**src/rtl/pll_reset_sequencer.sv**
```systemverilog
// Staged reset release behind a PLL lock flag: the system domain is released after lock has
// been stable for a window, and the peripheral domain follows after a fixed stagger.
module pll_reset_sequencer #(
    parameter int SYNC_STAGES        = 2,
    parameter int LOCK_STABLE_CYCLES = 1024,
    parameter int STAGGER_CYCLES     = 16,
    parameter int W_LOSS             = 8
) (
    input  logic              clk,
    input  logic              rst_n,
    input  logic              pll_locked,
    input  logic              loss_count_clr,
    output logic              rst_n_sys,
    output logic              rst_n_periph,
    output logic [W_LOSS-1:0] loss_count
);

    localparam int CNT_MAX = ((LOCK_STABLE_CYCLES > STAGGER_CYCLES) ?
                              LOCK_STABLE_CYCLES : STAGGER_CYCLES) - 1;
    localparam int CNT_W   = (CNT_MAX < 1) ? 1 : $clog2(CNT_MAX + 1);

    localparam logic [CNT_W-1:0] LOCK_LAST    = CNT_W'(LOCK_STABLE_CYCLES - 1);
    localparam logic [CNT_W-1:0] STAGGER_LAST = CNT_W'(STAGGER_CYCLES - 1);

    typedef enum logic [1:0] {
        WAIT_LOCK,
        STABLE,
        SYS,
        RUN
    } state_t;

    state_t                 state;
    logic [CNT_W-1:0]       cnt;
    logic [SYNC_STAGES-1:0] sync_q;
    logic                   lock_sync;
    logic                   loss_event;

    // Saturating increment: the counter sticks at all-ones rather than wrapping.
    function automatic logic [W_LOSS-1:0] sat_inc(input logic [W_LOSS-1:0] v);
        return (&v) ? v : v + W_LOSS'(1);
    endfunction

    assign lock_sync  = sync_q[SYNC_STAGES-1];
    assign loss_event = ((state == SYS) || (state == RUN)) && !lock_sync;

    always_ff @(posedge clk or negedge rst_n) begin
        if (!rst_n) begin
            sync_q       <= '0;
            state        <= WAIT_LOCK;
            cnt          <= '0;
            rst_n_sys    <= 1'b0;
            rst_n_periph <= 1'b0;
            loss_count   <= '0;
        end else begin
            sync_q <= {sync_q[SYNC_STAGES-2:0], pll_locked};

            // A clear wins over a loss seen on the same edge.
            if (loss_count_clr) begin
                loss_count <= '0;
            end else if (loss_event) begin
                loss_count <= sat_inc(loss_count);
            end

            case (state)
                WAIT_LOCK: begin
                    rst_n_sys    <= 1'b0;
                    rst_n_periph <= 1'b0;
                    cnt          <= '0;
                    if (lock_sync) begin
                        state <= STABLE;
                    end
                end
                STABLE: begin
                    if (!lock_sync) begin
                        state <= WAIT_LOCK;
                        cnt   <= '0;
                    end else if (cnt == LOCK_LAST) begin
                        state     <= SYS;
                        cnt       <= '0;
                        rst_n_sys <= 1'b1;
                    end else begin
                        cnt <= cnt + CNT_W'(1);
                    end
                end
                SYS: begin
                    if (!lock_sync) begin
                        state        <= WAIT_LOCK;
                        cnt          <= '0;
                        rst_n_sys    <= 1'b0;
                        rst_n_periph <= 1'b0;
                    end else if (cnt == STAGGER_LAST) begin
                        state        <= RUN;
                        cnt          <= '0;
                        rst_n_periph <= 1'b1;
                    end else begin
                        cnt <= cnt + CNT_W'(1);
                    end
                end
                RUN: begin
                    if (!lock_sync) begin
                        state        <= WAIT_LOCK;
                        cnt          <= '0;
                        rst_n_sys    <= 1'b0;
                        rst_n_periph <= 1'b0;
                    end
                end
                default: begin
                    state        <= WAIT_LOCK;
                    cnt          <= '0;
                    rst_n_sys    <= 1'b0;
                    rst_n_periph <= 1'b0;
                end
            endcase
        end
    end

endmodule

```
**config.mk**
```make
export PLATFORM = sky130hd
export DESIGN_NAME = pll_reset_sequencer
export DESIGN_NICKNAME = d
export VERILOG_FILES = /design/src/rtl/pll_reset_sequencer.sv
export SDC_FILE = /design/constraint.sdc
export NUM_CORES = 1
export LEC_CHECK = 0
export BUFFER_PORTS_ARGS = -buffer_cell sky130_fd_sc_hd__buf_2
export CORE_MARGIN = 4
export CORE_UTILIZATION = 40
export CTS_BUF_LIST = sky130_fd_sc_hd__clkbuf_8
export DETAILED_ROUTE_END_ITERATION = 7
export MAX_ROUTING_LAYER = met4
export PLACE_DENSITY_LB_ADDON = 0.1
export SETUP_SLACK_MARGIN = 0.02
export SLEW_MARGIN = 20
export SYNTH_ARGS = -nofsm -noshare
export SYNTH_HDL_FRONTEND = slang
export SYNTH_SLANG_ARGS = --single-unit
```
**constraint.sdc**
```tcl
create_clock -name clk -period 2.15 [get_ports clk]
set_input_delay 0 -clock clk [delete_from_list [all_inputs] [get_ports clk]]
set_output_delay 0 -clock clk [all_outputs]
set_load 0.02 [all_outputs]
```
==> impl_metrics.env, run 1 <==
export IMPL_drcViolationCount=0
export IMPL_multi_input_area_um2=800.8
export IMPL_synth_edff_count=0
export IMPL_power_density_nw_per_um2=796.1
export IMPL_core_area_um2=3442
export IMPL_dpl_cell_area_um2=1589
export IMPL_grt_pass1_vias=1216
export IMPL_grt_max_degree=25
export IMPL_synthArstFlopShare=1.000
export IMPL_required_ps=2300
export IMPL_antenna_found_initial=0
export IMPL_relSlewSlack=0.6297
export IMPL_synthXorXnorAreaFrac=0.01780
export IMPL_setup_tns_ps=0
export IMPL_finalPower_mw=1.334
export IMPL_synth_top_family_by_area="compound AO/OA/AOI/OAI gates"
export IMPL_clock_path_buffers=2
export IMPL_hold_depth=2
export IMPL_max_freq_ghz=0.5164
export IMPL_peakVddDrop_mv=0.3006
export IMPL_power_internal_uw=836.3
export IMPL_avgRoutedWirePerCell_um=14.96
export IMPL_antennaDiodeCount=0
export IMPL_grt_pass1_wl_mm=5.616
export IMPL_num_vias=1250
export IMPL_clock_root_buffer="clkbuf_8"
export IMPL_p_sw_uw=497.4
export IMPL_path_depth=6
export IMPL_max_slew_worst_pin_slew_ps=555.4
export IMPL_status="completed"
export IMPL_via_per_inst=5.787
export IMPL_synth_seq_cells=24
export IMPL_num_rows=21
export IMPL_mappedNetlistArea_um2=1476
export IMPL_clock_skew_ps=2.394
export IMPL_synth_compound_gate_area_share=0.2271
export IMPL_ys_types=47
export IMPL_crit_buf_inv=1
export IMPL_min_period_over_period=0.9007
export IMPL_synth_simple_area_share=0.2144
export IMPL_drv_slew=0
export IMPL_layout_common_cells="dfrtp_1 (24), buf_2 (13), inv_1 (12), nand3_1 (10), nor2_1 (10)"
export IMPL_maxCapViolCount=0
export IMPL_cts_tree="done"
export IMPL_power_frac_comb=0.407
export IMPL_clockPowerShare=0.197
export IMPL_endpoint_kind="flop"
export IMPL_ys_flop_type="dfrtp_1"
export IMPL_crit_path_start_kind="flop"
export IMPL_pin_count=14
export IMPL_yosys_warnings=0
export IMPL_stdcell_count=216
export IMPL_grt_use_total=0.1611
export IMPL_setup_viol=0
export IMPL_port_buffers=13
export IMPL_dr_pass1_iters=4
export IMPL_routed_wl_mm=3.232
export IMPL_synth_area_mux_share=0.02203
export IMPL_seq_area_frac_synth=0.4068
export IMPL_drt_iter0_markers=72
export IMPL_worstPathArrival_ps=2090
export IMPL_nets=183
export IMPL_r2r_worst_path_cells=6
export IMPL_start_util=0.4289
export IMPL_synthAdderAreaFrac=0.05932
export IMPL_cp_slowest_cell="dfrtp_1"
export IMPL_die_y_um=68.76
export IMPL_dpl_hpwl_mm=2.252
export IMPL_areaGrowthSynthToFinish_pct=13.47
export IMPL_fill_cells=341
export IMPL_netlist_instances=153
export IMPL_rsz0062_at_grt="no"
export IMPL_dp_cells=208
export IMPL_postRouteAntennaNets=0
export IMPL_finalHoldViolCount=0
export IMPL_dieArea_um2=4727
export IMPL_crit_chain="inv_1 > ha_2 > o21bai_4 > a2111oi_4 > nand4_1 > mux2_1"
export IMPL_die_w_um=68.76
export IMPL_final_common_cell="dfrtp_1"
export IMPL_min_path_type="input pin to flop"
export IMPL_critical_path_max_stage_delay_ps=430
export IMPL_swShare=0.3730
export IMPL_fin_area_um2=1675
export IMPL_htree_levels=1
export IMPL_drive_gt1_frac=0.2059
export IMPL_pwr_share_seq=0.395
export IMPL_seqCellArea_um2=600.6
export IMPL_critPathKind="flop to flop"
export IMPL_crit_fanout=7
export IMPL_leakage_nw=0.7232
export IMPL_overflow=0
export IMPL_cp_top_family="compound AO/OA/AOI/OAI gates"
export IMPL_syn_nets=164
export IMPL_clk_pin_slew_ps=80
export IMPL_fin_crit_ps=1936
export IMPL_cts_sinks=24
export IMPL_cts_buffers=3
export IMPL_clock_latency_ps=260
export IMPL_globalplace_congestion=0.8145
export IMPL_synth_area_per_cell_um2=9.650
power groups by stage:
stage	registers (mW)	logic, mW	clock network (mW)
6_report	0.527	0.543	0.263
5_1_grt	0.534	0.608	0.300
4_1_cts	0.525	0.497	0.280
3_5_place_dp	0.534	0.490	0
3_3_place_gp	0.530	0.486	0
2_1_floorplan	0.529	0.375	0
cells in the mapped netlist, types with 2 or more instances:
cell type | n | area (um^2)
nand3_1 | 10 | 50.05
nor2_1 | 10 | 37.54
and4_1 | 3 | 26.28
a31oi_1 | 4 | 25.02
nand2_1 | 9 | 33.78
dfrtp_1 | 24 | 600.6
nand4_1 | 8 | 50.05
o22ai_1 | 4 | 25.02
o21ai_0 | 9 | 45.04
a22o_1 | 2 | 17.52
and2_1 | 2 | 12.51
a21oi_1 | 5 | 25.02
inv_1 | 12 | 45.04
nor3_1 | 5 | 25.02
xnor2_1 | 2 | 17.52
ha_1 | 7 | 87.58
buf_2 | 5 | 25.02
nand2b_1 | 2 | 12.51
o41ai_1 | 2 | 17.52
final timing paths:
path | startpoint | endpoint | slack, ps
max in group asynchronous | rst_n | cnt[5] | 1530
min in group asynchronous | rst_n | loss_count[0] | 250
worst max-delay path | state[0] | loss_count[7] | 210
worst min register to register | sync_q[0] | sync_q[1] | 370
worst max register to register | state[0] | loss_count[7] | 210
worst min-delay path | loss_count_clr | loss_count[0] | 10
layer usage:
layer,wire length [um],share of wire,vias to the layer above,GRT usage
met5,0,0,-,-
met4,32,0.0099,0,0.04136
met3,141,0.044,4,0.04214
met2,1502,0.46,26,0.2420
met1,1555,0.48,619,0.2161
li1,-,-,601,-
flip-flops by register name (all words and copies together), names as in the netlist:
| register | cells |
|---|---|
| rst_n_sys | 1 |
| cnt | 10 |
| loss_count | 8 |
| sync_q | 2 |
| rst_n_periph | 1 |
| state | 2 |
what timing repair did:
action	4_1_cts	5_1_grt
endpoints found under the setup margin	0	5
setup buffers	0	3
gates resized for setup	0	1
hold buffers	2	0
hold endpoints to repair	25	0
final cells by class:
class / instances / share of cell area
flip-flops and latches: 24 / 0.3585
well taps: 46 / 0.03435
clock buffers: 3 / 0.02465
inverters: 12 / 0.02689
repair buffers: 21 / 0.07767
multi-input cells: 110 / 0.4780
logic make-up (layout without fill, tap and decap cells):
logic type / after synthesis / in the layout
multiplexers: 3 / 3
adder cells (fa/ha/maj): 7 / 7
XOR/XNOR: 3 / 3
flip-flops: 24 / 24
AND/OR/NAND/NOR: 56 / 56
AO/OA/AOI/OAI: 41 / 41
buffers and inverters: 19 / 36
through the flow:
| stage | hold slack, ps | setup slack [ps] | utilization |
|---|---|---|---|
| CTS | 11.91 | 102.4 | 0.4795 |
| floorplan | -295.6 | 290.2 | - |
| finish | 14.98 | 213.6 | 0.4867 |
| global route | 43.60 | 60.64 | 0.4867 |
| detailed placement | 19.79 | 115.0 | 0.4617 |
| global placement | 16.81 | 191.4 | 0.4617 |
No activity file was read; power rests on OpenSTA's default activity.
==> inputs of run 2 (changes only) <==
--- a/config.mk
+++ b/config.mk
@@ -5,12 +5,12 @@
 export SDC_FILE = /design/constraint.sdc
 export NUM_CORES = 1
 export LEC_CHECK = 0
+export ABC_AREA = 1
 export BUFFER_PORTS_ARGS = -buffer_cell sky130_fd_sc_hd__buf_2
 export CORE_MARGIN = 4
 export CORE_UTILIZATION = 40
 export CTS_BUF_LIST = sky130_fd_sc_hd__clkbuf_8
 export DETAILED_ROUTE_END_ITERATION = 7
-export MAX_ROUTING_LAYER = met4
 export PLACE_DENSITY_LB_ADDON = 0.1
 export SETUP_SLACK_MARGIN = 0.02
 export SLEW_MARGIN = 20
==> impl_metrics.env, run 2 <==
export IMPL_globalplace_congestion=0.8743
export IMPL_synthXorXnorAreaFrac=0.03523
export IMPL_worstPathArrival_ps=1760
export IMPL_fin_crit_ps=1602
export IMPL_ys_flop_type="dfrtp_1"
export IMPL_clk_pin_slew_ps=90
export IMPL_grt_max_degree=25
export IMPL_mappedNetlistArea_um2=1491
export IMPL_postRouteAntennaNets=0
export IMPL_crit_path_start_kind="flop"
export IMPL_synthArstFlopShare=1.000
export IMPL_synth_compound_gate_area_share=0.1116
export IMPL_drive_gt1_frac=0.1643
export IMPL_synth_area_per_cell_um2=7.688
export IMPL_core_area_um2=3468
export IMPL_power_density_nw_per_um2=809.2
export IMPL_num_vias=1276
export IMPL_synth_top_area_frac=0.4027
export IMPL_status="completed"
export IMPL_endpoint_kind="flop"
export IMPL_setup_tns_ps=0
export IMPL_nets=225
export IMPL_cp_top_family="simple AND/OR/NAND/NOR gates"
export IMPL_clockPowerShare=0.288
export IMPL_min_path_type="input pin to asynchronous set/reset pin"
export IMPL_synth_simple_area_share=0.3230
export IMPL_stdcell_count=259
export IMPL_drt_iter0_markers=69
export IMPL_ys_types=24
export IMPL_cts_sinks=24
export IMPL_synthAdderAreaFrac=0.05872
export IMPL_largest_register="cnt"
export IMPL_syn_nets=205
export IMPL_via_per_inst=4.927
export IMPL_port_buffers=13
export IMPL_crit_fanout=6
export IMPL_antenna_found_initial=0
export IMPL_cp_slowest_cell="dfrtp_1"
export IMPL_clock_path_buffers=2
export IMPL_setup_viol=0
export IMPL_synth_area_mux_share=0
export IMPL_r2r_worst_path_cells=8
export IMPL_swShare=0.3586
export IMPL_start_util=0.4300
export IMPL_r2r_end="cnt[1]"
export IMPL_drv_slew=0
export IMPL_dr_pass1_iters=4
export IMPL_min_period_over_period=0.7451
export IMPL_synth_top_family_by_area="simple AND/OR/NAND/NOR gates"
export IMPL_overflow=0
export IMPL_antennaDiodeCount=0
export IMPL_dp_cells=252
export IMPL_maxCapViolCount=0
export IMPL_seq_area_frac_synth=0.4027
export IMPL_rsz0062_at_grt="no"
export IMPL_max_freq_ghz=0.6242
export IMPL_power_frac_comb=0.332
export IMPL_power_internal_uw=887.8
export IMPL_relSlewSlack=0.6423
export IMPL_num_rows=21
export IMPL_synth_top_area_cell="dfrtp_1"
export IMPL_die_y_um=69.06
export IMPL_grt_pass1_vias=1190
export IMPL_netlist_instances=194
export IMPL_clock_root_buffer="clkbuf_8"
export IMPL_synth_seq_cells=24
export IMPL_routed_wl_mm=3.049
export IMPL_avgRoutedWirePerCell_um=11.77
export IMPL_critical_path_max_stage_delay_ps=380
export IMPL_yosys_warnings=0
export IMPL_cpMostUsedCell="nand2_2"
export IMPL_peakVddDrop_mv=0.4236
export IMPL_cts_tree="done"
export IMPL_reg_top3="cnt: 10 flops, loss_count: 8 flops"
export IMPL_max_slew_worst_pin_slew_ps=536.5
export IMPL_synth_area_leaders="dfrtp_1 (40%), nand2_1 (14%), ha_1 (5.9%)"
export IMPL_cts_buffers=3
export IMPL_areaGrowthSynthToFinish_pct=14.68
export IMPL_crit_chain="ha_1 > nand2_2 > nor2_8 > nand4_1 > nor2_1 > nand2_2 > nand2_4 > o21ai_2"
export IMPL_final_common_cell="nand2_1"
export IMPL_layout_common_cells="nand2_1 (57), dfrtp_1 (24), inv_1 (23), nor2_1 (18), buf_2 (13)"
export IMPL_grt_use_total=0.1368
export IMPL_clock_skew_ps=7.762
export IMPL_htree_levels=1
export IMPL_synthTopCellsByCount="nand2_1 (57), dfrtp_1 (24), inv_1 (23)"
export IMPL_dieArea_um2=4769
export IMPL_leakage_nw=0.9047
export IMPL_grt_pass1_wl_mm=5.506
export IMPL_pwr_share_seq=0.380
export IMPL_clock_latency_ps=270
export IMPL_synth_edff_count=0
export IMPL_yosysMostFrequentCell="nand2_1"
export IMPL_required_ps=2310
export IMPL_cts_setup_buffers=0
export IMPL_critPathKind="flop to flop"
export IMPL_pin_count=14
export IMPL_r2r_start="cnt[0]"
export IMPL_crit_buf_inv=0
export IMPL_drcViolationCount=0
export IMPL_reg2reg_slack_ps=550
export IMPL_finalHoldViolCount=0
export IMPL_largest_reg_flops=10
export IMPL_p_sw_uw=496.3
export IMPL_dpl_hpwl_mm=2.322
export IMPL_die_w_um=69.06
-- run 2: changes by cell type after synthesis, sizes merged, moves of 3 or more --
cell / delta
nand2: +54
inv: +14
nor2: +9
buf: -5
nor3: -5
o21ai: +5
xor2: +5
a31oi: -4
and4: -4
o22ai: -4
and2: -3
-- run 2: kinds of logic after synthesis --
logic type               after synthesis
AND/OR/NAND/NOR                      106
XOR/XNOR                               6
buffers and inverters                 27
flip-flops                            24
AO/OA/AOI/OAI                         24
adder cells (fa/ha/maj)                7
-- run 2: worst reg2reg max path: cells and delay by family (launching register included) --
| kind | cells | cell delay (ps) |
|---|---|---|
| flops | 1 | 380 |
| fa+ha+maj | 1 | 210 |
| simple gates | 6 | 840 |
| compound gates | 1 | 70 |
-- run 2: power groups by stage --
| stage | sequential, mW | clock (mW) | combinational (mW) |
|---|---|---|---|
| 6_report | 0.526 | 0.399 | 0.459 |
| 5_1_grt | 0.535 | 0.435 | 0.538 |
| 4_1_cts | 0.526 | 0.416 | 0.462 |
| 3_5_place_dp | 0.535 | 0 | 0.454 |
| 3_3_place_gp | 0.532 | 0 | 0.455 |
| 2_1_floorplan | 0.543 | 0 | 0.331 |
-- run 2: area by class of cell --
| type | count | area [um^2] |
|---|---|---|
| sequential | 24 | 600.6 |
| clock buffer | 3 | 41.29 |
| multi-input combinational | 143 | 788.3 |
| timing repair buffer | 16 | 95.09 |
| inverter | 26 | 97.59 |
| tap | 46 | 57.56 |
| clock inverter | 1 | 30.03 |
| fill | 347 | 1758 |
-- run 2: how the worst max path moves through the flow --
stage / to / depth (start not counted) / startpoint / slack (ps)
after global placement: cnt[6] / 8 / cnt[1] / 590
after floorplan: loss_count[7] / 8 / loss_count[0] / 700
after detailed placement: cnt[1] / 8 / cnt[0] / 560
after global routing: loss_count[7] / 8 / loss_count[0] / 420
final: cnt[1] / 8 / cnt[0] / 550
after CTS: cnt[1] / 8 / cnt[0] / 550
-- run 2: repair_timing --
action	4_1_cts	5_1_grt
hold endpoints to repair	26	0
resized for setup	0	0
hold buffers	3	0
endpoints found under the setup margin	0	0
-- run 2: through the flow --
step	instance area, um^2	hold slack (ps)	util	setup WS [ps]	power, mW
after floorplan	1491	-295.6	-	701.8	0.8744
after global placement	1609	22.02	0.4639	593.5	0.9867
after detailed placement	1609	18.14	0.4639	563.2	0.9888
after CTS	1710	259.9	0.4931	553.7	1.404
after global routing	1710	305.9	0.4931	423.9	1.508
final	1710	236.7	0.4931	548.0	1.384
-- run 2: per-layer routing --
metal,vias up,global-route usage,share of wire,wire (um)
met5,-,0,0,0
met3,4,0.02471,0.030,92
met4,0,0.04555,0.013,40
met2,23,0.2150,0.47,1419
met1,586,0.1888,0.49,1496
li1,663,-,-,-
